File: src/rtl/mem_ctrl_arbiter.sv
// Round-robin arbiter that shares one memory-controller command port between NUM_REQ
// requesters, keeps one transaction in flight, and re-issues commands the controller missed.
module mem_ctrl_arbiter #(
    parameter int NUM_REQ       = 2,
    parameter int ISSUE_TIMEOUT = 8
) (
    input  logic                  clk,
    input  logic                  rst,
    input  logic [NUM_REQ-1:0]    IN_req,
    input  logic [NUM_REQ-1:0]    IN_writeBack,
    input  logic [NUM_REQ*32-1:0] IN_sramAddr,
    input  logic [NUM_REQ*32-1:0] IN_extAddr,
    input  logic [NUM_REQ*32-1:0] IN_extWBAddr,
    input  logic [NUM_REQ*16-1:0] IN_size,
    output logic [NUM_REQ-1:0]    OUT_ack,
    output logic [NUM_REQ-1:0]    OUT_done,
    output logic                  OUT_MC_startRead,
    output logic                  OUT_MC_writeBack,
    output logic [31:0]           OUT_MC_sramAddr,
    output logic [31:0]           OUT_MC_extAddr,
    output logic [31:0]           OUT_MC_extWBAddr,
    output logic [15:0]           OUT_MC_size,
    input  logic                  IN_MC_busy,
    output logic                  OUT_busy
);

    localparam int PTR_W = (NUM_REQ > 1) ? $clog2(NUM_REQ) : 1;
    localparam int CNT_W = $clog2(ISSUE_TIMEOUT) + 1;

    typedef enum logic [1:0] {
        IDLE,
        ISSUE,
        WAIT_BUSY,
        WAIT_DONE
    } state_t;

    typedef struct packed {
        logic        write_back;
        logic [31:0] sram_addr;
        logic [31:0] ext_addr;
        logic [31:0] ext_wb_addr;
        logic [15:0] size;
    } cmd_t;

    state_t             state, state_n;
    logic [PTR_W-1:0]   rr_ptr, rr_ptr_n;
    logic [PTR_W-1:0]   grant, grant_n;
    logic [CNT_W-1:0]   cnt, cnt_n;
    logic [NUM_REQ-1:0] ack_n, done_n;
    logic               start_n;
    cmd_t               cmd_q, cmd_n;

    logic               pick_valid;
    logic [PTR_W-1:0]   pick;

    // First asserted request at or after rr_ptr, wrapping around.
    always_comb begin
        pick_valid = 1'b0;
        pick       = '0;
        for (int i = 0; i < NUM_REQ; i++) begin
            if (!pick_valid && IN_req[(int'(rr_ptr) + i) % NUM_REQ]) begin
                pick_valid = 1'b1;
                pick       = PTR_W'((int'(rr_ptr) + i) % NUM_REQ);
            end
        end
    end

    always_comb begin
        // NOTE: every signal gets a default before the case so no latch is inferred.
        state_n  = state;
        rr_ptr_n = rr_ptr;
        grant_n  = grant;
        cnt_n    = cnt;
        cmd_n    = cmd_q;
        ack_n    = '0;
        done_n   = '0;
        start_n  = 1'b0;

        case (state)
            IDLE: begin
                if (pick_valid && !IN_MC_busy) begin
                    ack_n[pick]       = 1'b1;
                    start_n           = 1'b1;
                    cmd_n.write_back  = IN_writeBack[pick];
                    cmd_n.sram_addr   = IN_sramAddr[32*int'(pick) +: 32];
                    cmd_n.ext_addr    = IN_extAddr[32*int'(pick) +: 32];
                    cmd_n.ext_wb_addr = IN_extWBAddr[32*int'(pick) +: 32];
                    cmd_n.size        = IN_size[16*int'(pick) +: 16];
                    grant_n           = pick;
                    rr_ptr_n          = PTR_W'((int'(pick) + 1) % NUM_REQ);
                    state_n           = ISSUE;
                end
            end
            ISSUE: begin
                state_n = WAIT_BUSY;
                cnt_n   = '0;
            end
            WAIT_BUSY: begin
                if (IN_MC_busy) begin
                    state_n = WAIT_DONE;
                end else if (cnt == CNT_W'(ISSUE_TIMEOUT - 1)) begin
                    // Controller never saw the strobe: pulse it again, same command, no new ack.
                    start_n = 1'b1;
                    state_n = ISSUE;
                end else begin
                    cnt_n = cnt + 1'b1;
                end
            end
            WAIT_DONE: begin
                if (!IN_MC_busy) begin
                    done_n[grant] = 1'b1;
                    state_n       = IDLE;
                end
            end
            default: state_n = IDLE;
        endcase
    end

    always_ff @(posedge clk) begin
        if (!rst) begin
            state            <= IDLE;
            rr_ptr           <= '0;
            grant            <= '0;
            cnt              <= '0;
            cmd_q            <= '0;
            OUT_ack          <= '0;
            OUT_done         <= '0;
            OUT_MC_startRead <= 1'b0;
            OUT_busy         <= 1'b0;
        end else begin
            // NOTE: non-blocking assignments so every flop updates from the same pre-edge values.
            state            <= state_n;
            rr_ptr           <= rr_ptr_n;
            grant            <= grant_n;
            cnt              <= cnt_n;
            cmd_q            <= cmd_n;
            OUT_ack          <= ack_n;
            OUT_done         <= done_n;
            OUT_MC_startRead <= start_n;
            OUT_busy         <= (state_n != IDLE);
        end
    end

    assign OUT_MC_writeBack = cmd_q.write_back;
    assign OUT_MC_sramAddr  = cmd_q.sram_addr;
    assign OUT_MC_extAddr   = cmd_q.ext_addr;
    assign OUT_MC_extWBAddr = cmd_q.ext_wb_addr;
    assign OUT_MC_size      = cmd_q.size;

endmodule

File: config.mk
export PLATFORM = sky130hd
export DESIGN_NAME = mem_ctrl_arbiter
export DESIGN_NICKNAME = d
export VERILOG_FILES = /design/src/rtl/mem_ctrl_arbiter.sv
export SDC_FILE = /design/constraint.sdc
export NUM_CORES = 1
export LEC_CHECK = 0
export ABC_AREA = 1
export CAP_MARGIN = 15
export CORE_MARGIN = 10
export CORE_UTILIZATION = 41
export CTS_CLUSTER_DIAMETER = 30
export DETAILED_ROUTE_END_ITERATION = 6
export PLACE_DENSITY = 0.88
export SLEW_MARGIN = 20
export SYNTH_ARGS = -nofsm -noshare
export SYNTH_HDL_FRONTEND = slang
export SYNTH_SLANG_ARGS = --single-unit
File: constraint.sdc
create_clock -name clk -period 2 [get_ports clk]
set_input_delay 0.2 -clock clk [delete_from_list [all_inputs] [get_ports clk]]
set_output_delay 0.2 -clock clk [all_outputs]
set_load 0.02 [all_outputs]
; After elaboration in Yosys (flattened, before gate mapping)
; Index checks and enable logic that the tools add are counted.
[op_classes]
n_eq_ne = 6
n_lt_le_gt_ge = 6
mul = 0
bitwise_logic = 3
n_mux = 27
add_sub_neg = 3
reduce_logical = 13
n_shift = 4
div_mod_pow = 0
[op_table]
columns = cell, count
row1 = $shiftx A64 B7 Y32, 3
row2 = $shiftx A32 B6 Y16, 1
row3 = $mux W1, 16
row4 = $mux W2, 4
row5 = $mux W4, 2
row6 = $pmux W2 S4, 1
row7 = $pmux W4 S2, 1
row8 = $lt A1 B2 Y1 const B, 3
row9 = $reduce_and A3 Y1, 2
row10 = $add A4 B1 Y4 const B, 1
row11 = $eq A2 B2 Y1 const B, 2
row12 = $eq A4 B3 Y1 const B, 1
row13 = $logic_and A1 B1 Y1, 4
row14 = $ne A2 B2 Y1 const B, 2
row15 = $reduce_bool A2 Y1, 2
row16 = $lt A2 B3 Y1 const B, 1
row17 = $reduce_or A3 Y1, 1
row18 = $add A1 B1 Y1 const B, 2
row19 = $demux W1 S1, 2
row20 = $eq A2 B1 Y1 const B, 1
row21 = $ge A1 B1 Y1 const B, 2
row22 = $logic_not A1 Y1, 2
row23 = $logic_not A2 Y1, 1
row24 = $not A1 Y1, 2
row25 = other kinds (3), 3
[word_totals]
in_bits = 231
out_inout_bits = 119
reg_bits = 127
ram_bits = 0
romBits = 0
mem_count = 0
latch_bits = 0

; Logic depth before layout (Yosys ltp)
; Gate-level depths: netlist of the first run.
[depth]
depth_word = 11
ltp_mapped = 11
depth_no_buf = 9

; Worst setup path before layout of the first run
; Ideal clock, no wire load.
[synth_timing]
kind = reg-to-reg
startpoint = register state[1]
endpoint = register cmd_q (netlist bit OUT_MC_extWBAddr[10])
arrival_ps = 1177
path_stages_with_launch = 11
path_buffers = 2
period_less_slack_ps = 1290
path_slack_ps = 710
cell_sequence = dfxtp_1 inv_2 nand2_2 nor2_8 inv_4 buf_4 buf_4 nand2_1 nand2_1 nand2_1 nand2_1
[synth_via]
elab_chain_cells = 2
[synth_lines]
columns = element, line_no
row1 = start: declaration, 45  ; state_t state, state_n;
row2 = start signal: assignment, 132  ; state <= state_n;
row3 = $logic_not A2 Y1, 79  ; case (state)
row4 = $reduce_and A2 Y1 (no source line), --
row5 = end signal: assignment, 136  ; cmd_q <= cmd_n;
row6 = end: declaration, 51  ; cmd_t cmd_q, cmd_n;
; No other way between the ends.
; A chain may end at the register's enable or synchronous reset.

; Final worst setup path of the first run
[layout_timing]
startpoint = register cmd_q (netlist bit OUT_MC_extAddr[22])
endpoint = output OUT_MC_extAddr[22]
[layout_lines]
columns = element, line_no
row1 = end: declaration, 20  ; output logic [31:0] OUT_MC_extAddr,
; No word-level cell between the ends.

==> results.json, run 1 <==
{
  "ys_warn_count": 0,
  "crit_slowest_cell": "clkdlybuf4s50_1",
  "die_area_sq_um": 19220,
  "die_h_microns": 138.7,
  "ctsHoldBuffers": 0,
  "rows": 43,
  "cts-buffers-inserted": 17,
  "slew_violations": 0,
  "fin_nets": 1494,
  "synth-main-ff-cell": "dfxtp_1",
  "hp-class": "in2reg",
  "n_fill_cell": 1062,
  "initial_core_util_pct": 41.74,
  "p_leak_uw": 0.004733,
  "syn-num-nets": 1158,
  "cp_cell_sequence": "clkdlybuf4s50_1",
  "dr.pass1.iters": 5,
  "synth_seq_cells": 127,
  "path_class": "reg2out",
  "cts_resized": 0,
  "cp.arrival_ps": 1420,
  "drtIter0Drc": 391,
  "max-slew-margin-rel_pct": 69.56,
  "synth_top_area_cell": "dfxtp_1",
  "grt_max_degree": 96,
  "cp_top_family": "buffers and inverters",
  "final.min_clock_period_ps": 1619,
  "rsz0062_at_grt": "no",
  "synth_common_cells": "nand2_1, dfxtp_1, a21oi_1",
  "worst-path-buf-inv": 1,
  "outcome": "finished, final reports clean",
  "grt_usage_pct": 22.45,
  "cts_buffer_depth": 2,
  "ys_types": 23,
  "htree_levels": 4,
  "io_buffers": 349,
  "cp-end-kind": "output pin",
  "ys_seq_area_share_pct": 44.05,
  "viasPerCell": 4.607,
  "wire_per_inst_microns": 15.43,
  "place.gp.congestion": 0.8677,
  "fmax_mhz": 617.8,
  "syn_inst": 926,
  "num_antenna_cells": 0,
  "cp_max_fo": 2,
  "grt_first_pass_wirelength_microns": 35130,
  "maxCapViolCount": 0,
  "post_cts_buffers": 0,
  "area_delta_synth_final_pct": 73.10,
  "synth_edf_count": 0,
  "drcViolationCount": 0,
  "pin_count": 350,
  "cts.sinks": 127,
  "syn_area_sq_um": 5772,
  "yosysMostFrequentCell": "nand2_1",
  "skew_ps": 8.245,
  "overflow": 0,
  "powerDensity_nw_per_um2": 786.9,
  "ant_nets": 0,
  "timing.hold.ws_ps": 322.0,
  "vias": 6698,
  "fin_tns_setup_ps": 0,
  "clkTransAtPathRegs_ps": 60,
  "drive_gt1_share_pct": 4.631,
  "core_area_sq_um": 13830,
  "die_w_microns": 138.7,
  "fin_crit_sh_pct": 80.94,
  "setup_viol": 0,
  "clock-root-buffer": "clkbuf_16",
  "synth_top_area_share_pct": 44.05,
  "hold_viol": 0,
  "dpl.hpwl_microns": 17080,
  "yosys-top-cells-area": "dfxtp_1, nand2_1, a21oi_1",
  "crit_required_ps": 1800,
  "insertion_delay_ps": 420,
  "vdd_drop_max_v": 0.0005882,
  "async_flop_share_pct": 0,
  "cts_tree": "built",
  "grt_pass1_vias": 6647,
  "antenna_found_initial": 0,
  "start_kind": "flip-flop",
  "critical-path-max-stage-delay_ps": 660,
  "avgSynthCellArea_sq_um": 6.233,
  "tightestPinTransition_ps": 456.5,
  "wl_microns": 22430
}
==> worst min-delay path, stage by stage <==
cell	delay (ps)
clkdlybuf4s50_1	390
nand2_1	60
nand2_1	40
==> worst paths after layout <==
path | startpoint | to | slack, ps | cells past startpoint
worst max-delay path | OUT_MC_extAddr[22] | OUT_MC_extAddr[22] | 380 | 1
worst min register to register | grant | OUT_done[0] | 430 | 1
worst max register to register | state[1] | OUT_MC_size[4] | 460 | 10
worst min-delay path | IN_extWBAddr[19] | OUT_MC_extWBAddr[19] | 320 | 3
==> placed cells by master (no fill, tap or decap), types with 2 or more instances in the layout <==
| cell type | Yosys | layout |
|---|---|---|
| inv_2 | 4 | 4 |
| nand4_1 | 2 | 2 |
| a21oi_1 | 29 | 29 |
| clkbuf_8 | 0 | 6 |
| clkdlybuf4s50_1 | 0 | 348 |
| nand2_1 | 677 | 677 |
| inv_1 | 9 | 9 |
| clkinv_2 | 0 | 3 |
| buf_4 | 14 | 12 |
| buf_12 | 0 | 8 |
| dfxtp_1 | 127 | 127 |
| nand3_1 | 7 | 7 |
| nor2_1 | 9 | 9 |
| clkbuf_16 | 0 | 17 |
| clkbuf_1 | 13 | 3 |
==> power breakdown <==
part           leakage [uW]  internal (uW)  switching (uW)
clock network      0.000282           1890            1070
logic               0.00341           1030             987
registers           0.00104           2760             120
==> per-layer routing <==
metal | GRT usage, % | wire length [microns] | up-vias
met1 | 22.78 | 8144 | 2926
met2 | 39.93 | 11320 | 264
li1 | - | - | 3459
met3 | 9.075 | 2250 | 49
met5 | 0 | 0 | -
met4 | 9.445 | 717 | 0
==> state kept, by name, summed over array words and instances (netlist names) <==
register          cells
cnt                   4
OUT_busy              1
state                 2
OUT_MC_startRead      1
OUT_MC_size          16
OUT_MC_extAddr       32
OUT_MC_extWBAddr     32
grant                 1
OUT_MC_sramAddr      32
OUT_ack               2
OUT_done              2
OUT_MC_writeBack      1
rr_ptr                1
==> area by class of cell <==
type,instances,area (sq um),share of cell area (%)
clock buffers,26,519.2,5.197
clock inverters,5,52.55,0.5260
inverters,14,55.05,0.5510
multi-input cells,733,2858,28.60
flip-flops and latches,127,2542,25.45
well taps,180,225.2,2.254
repair buffers,369,3739,37.42
==> through the flow <==
stage	cells	worst slack [ps]	total power, uW	utilization (%)	area, sq um
after floorplan	926	709.8	3842	-	5772
after global placement	1423	212.9	4907	68.12	9419
after detailed placement	1423	178.2	4944	68.12	9419
after CTS	1454	360.7	7928	72.26	9991
after global routing	1454	270.7	8199	72.26	9991
final	1454	381.3	7862	72.26	9991
==> cell families after synthesis <==
group                    share of synthesized area, %
AND/OR/NAND/NOR                                 46.00
flip-flops                                      44.05
buffers and inverters                           6.525
AO/OA/AOI/OAI                                   3.208
adder cells (fa/ha/maj)                        0.2167
No activity file was read; power rests on OpenSTA's default activity.
==> inputs of run 2 (changes only) <==
Settings changed: CORE_UTILIZATION 41 to 38, PLACE_DENSITY 0.88 to 0.83.
Clock period 2 ns to 1.6 ns, I/O delays scaled along.
==> run 2 against run 1 <==
  * Combinational power up 26%
  * First-iteration DRC count down 5.4%
  * Die area up 6.7%
  * Sequential share of layout area down 0.12 points
  * Non-clock buffer count up 4
  * Cell count up 0.62%
  * Wire length up 2.4%
  * Clock power up 21%
  * Power up 24%
  * Design area up 0.46%
  * Count of clock-buffer cells in the layout down 1
  * Register-to-register slack worse by 320 ps
  * Critical endpoint is now OUT_MC_sramAddr[31]
  * Highest routed layer unchanged
==> results.json, run 2 (synthesized netlist as in run 1, its figures left out) <==
{
  "outcome": "finished, final reports clean",
  "cts_tree": "built",
  "slew_violations": 0,
  "antenna_found_initial": 0,
  "die_h_microns": 143.2,
  "n_fill_cell": 1268,
  "wire_per_inst_microns": 15.70,
  "drive_gt1_share_pct": 4.926,
  "fin_crit_sh_pct": 97.53,
  "reg2reg_depth": 10,
  "cts-buffers-inserted": 17,
  "rows": 44,
  "die_area_sq_um": 20520,
  "htree_levels": 4,
  "cp-end-kind": "output pin",
  "clock-root-buffer": "clkbuf_16",
  "grt_usage_pct": 21.01,
  "initial_core_util_pct": 39.27,
  "max-slew-margin-rel_pct": 75.07,
  "critical-path-max-stage-delay_ps": 650,
  "maxCapViolCount": 0,
  "whs_path_depth": 4,
  "fin_tns_setup_ps": 0,
  "post_cts_buffers": 0,
  "cp.arrival_ps": 1400,
  "insertion_delay_ps": 410,
  "min_from": "rst",
  "viasPerCell": 4.571,
  "fin_nets": 1498,
  "place.gp.congestion": 0.8221,
  "cp_top_family": "buffers and inverters",
  "hold_viol": 0,
  "post-place-ws_ps": -154.8,
  "setup_viol": 0,
  "cp_cell_sequence": "clkdlybuf4s50_1",
  "regToRegEndpoint": "OUT_MC_sramAddr[31]",
  "seqCellArea_sq_um": 2542,
  "hold_path_end": "OUT_MC_extAddr[3]",
  "fmax_mhz": 640.8,
  "grt_first_pass_wirelength_microns": 33930,
  "drtIter0Drc": 370,
  "dpl.hpwl_microns": 17180,
  "core_area_sq_um": 14700,
  "crit_required_ps": 1440,
  "dr.pass1.iters": 5,
  "grt_max_degree": 78,
  "tightestPinTransition_ps": 373.9,
  "num_antenna_cells": 0,
  "cts.sinks": 127,
  "vias": 6688,
  "final.min_clock_period_ps": 1561,
  "clkTransAtPathRegs_ps": 60,
  "die_w_microns": 143.2,
  "r2r_start": "state[1]",
  "ctsHoldBuffers": 0,
  "area_delta_synth_final_pct": 73.90,
  "ant_nets": 0,
  "crit_slowest_cell": "clkdlybuf4s50_1",
  "timing.hold.ws_ps": 238.4,
  "multi_input_area_sq_um": 2860,
  "vdd_drop_max_v": 0.0007184,
  "wl_microns": 22960,
  "hp-class": "in2reg",
  "fin_ws_ps": 39.47,
  "rsz0062_at_grt": "no",
  "path_class": "reg2out",
  "reg2reg_slack_ps": 140,
  "powerDensity_nw_per_um2": 968.9,
  "drcViolationCount": 0,
  "start_kind": "flip-flop",
  "grt_pass1_vias": 6484,
  "p_leak_uw": 0.004869,
  "cp_max_fo": 2,
  "final_cell_mix": "nand2_1, clkdlybuf4s50_1, dfxtp_1",
  "pin_count": 350,
  "io_buffers": 349,
  "layout_commonest_cell": "nand2_1",
  "overflow": 0,
  "cts_buffer_depth": 2,
  "skew_ps": 6.816,
  "worst-path-buf-inv": 1
}
==> run 2: cell types whose count changed in the layout (fill, tap and decap cells not counted) <==
cell             before  now
clkbuf_8              6    3
nand2_2               1    2
clkinv_2              3    6
clkinvlp_4            1    0
buf_4                12   15
clkbuf_16            17   18
clkbuf_1              3    5
dlymetal6s2s_1        0    7
clkdlybuf4s50_1     348  341
nand2_1             677  676
==> run 2: worst max-delay path by stage <==
stage / startpoint / end / cells past startpoint
floorplan: state[1] / OUT_MC_extWBAddr[10] / 10
finish: OUT_MC_sramAddr[31] / OUT_MC_sramAddr[31] / 1
CTS: OUT_MC_extAddr[25] / OUT_MC_extAddr[25] / 1
detailed placement: IN_req[0] / OUT_MC_extWBAddr[28] / 10
global placement: IN_req[0] / OUT_MC_extAddr[7] / 10
global route: OUT_MC_sramAddr[20] / OUT_MC_sramAddr[20] / 1
==> run 2: layout make-up <==
class	instances	share of cell area, %
inverter	14	0.5485
clock buffer	25	4.837
clock inverter	7	0.5984
sequential	127	25.33
tap	184	2.294
multi-input combinational	733	28.50
timing repair buffer	373	37.90
==> run 2: where the power goes <==
part           switching (uW)  total [uW]  internal, uW
Clock                    1350        3590          2240
Combinational            1250        2540          1300
Sequential                143        3600          3450
Total                    2730        9720          6990
==> run 2: timing repair <==
| item | 4_1_cts | 5_1_grt |
|---|---|---|
| gates resized for setup | 0 | 8 |
| hold endpoints to repair | 0 | 0 |
| setup endpoints to repair | 0 | 20 |
==> run 2: per-layer routing <==
metal	share of wire, %	track usage, %	wire (microns)
met1	37	21.89	8420
met2	51	37.85	11810
met3	9.8	8.060	2240
met4	2.1	7.147	488
met5	0	0	0
==> run 2: stage by stage <==
stage	instance area, sq um	total power, uW	instances	util [%]
6_report	10040	9725	1463	68.28
3_5_place_dp	9447	6191	1430	64.27
3_3_place_gp	9447	6149	1430	64.27
5_1_grt	10040	10170	1463	68.28
4_1_cts	9992	9796	1462	67.98
2_1_floorplan	5772	4803	926	-
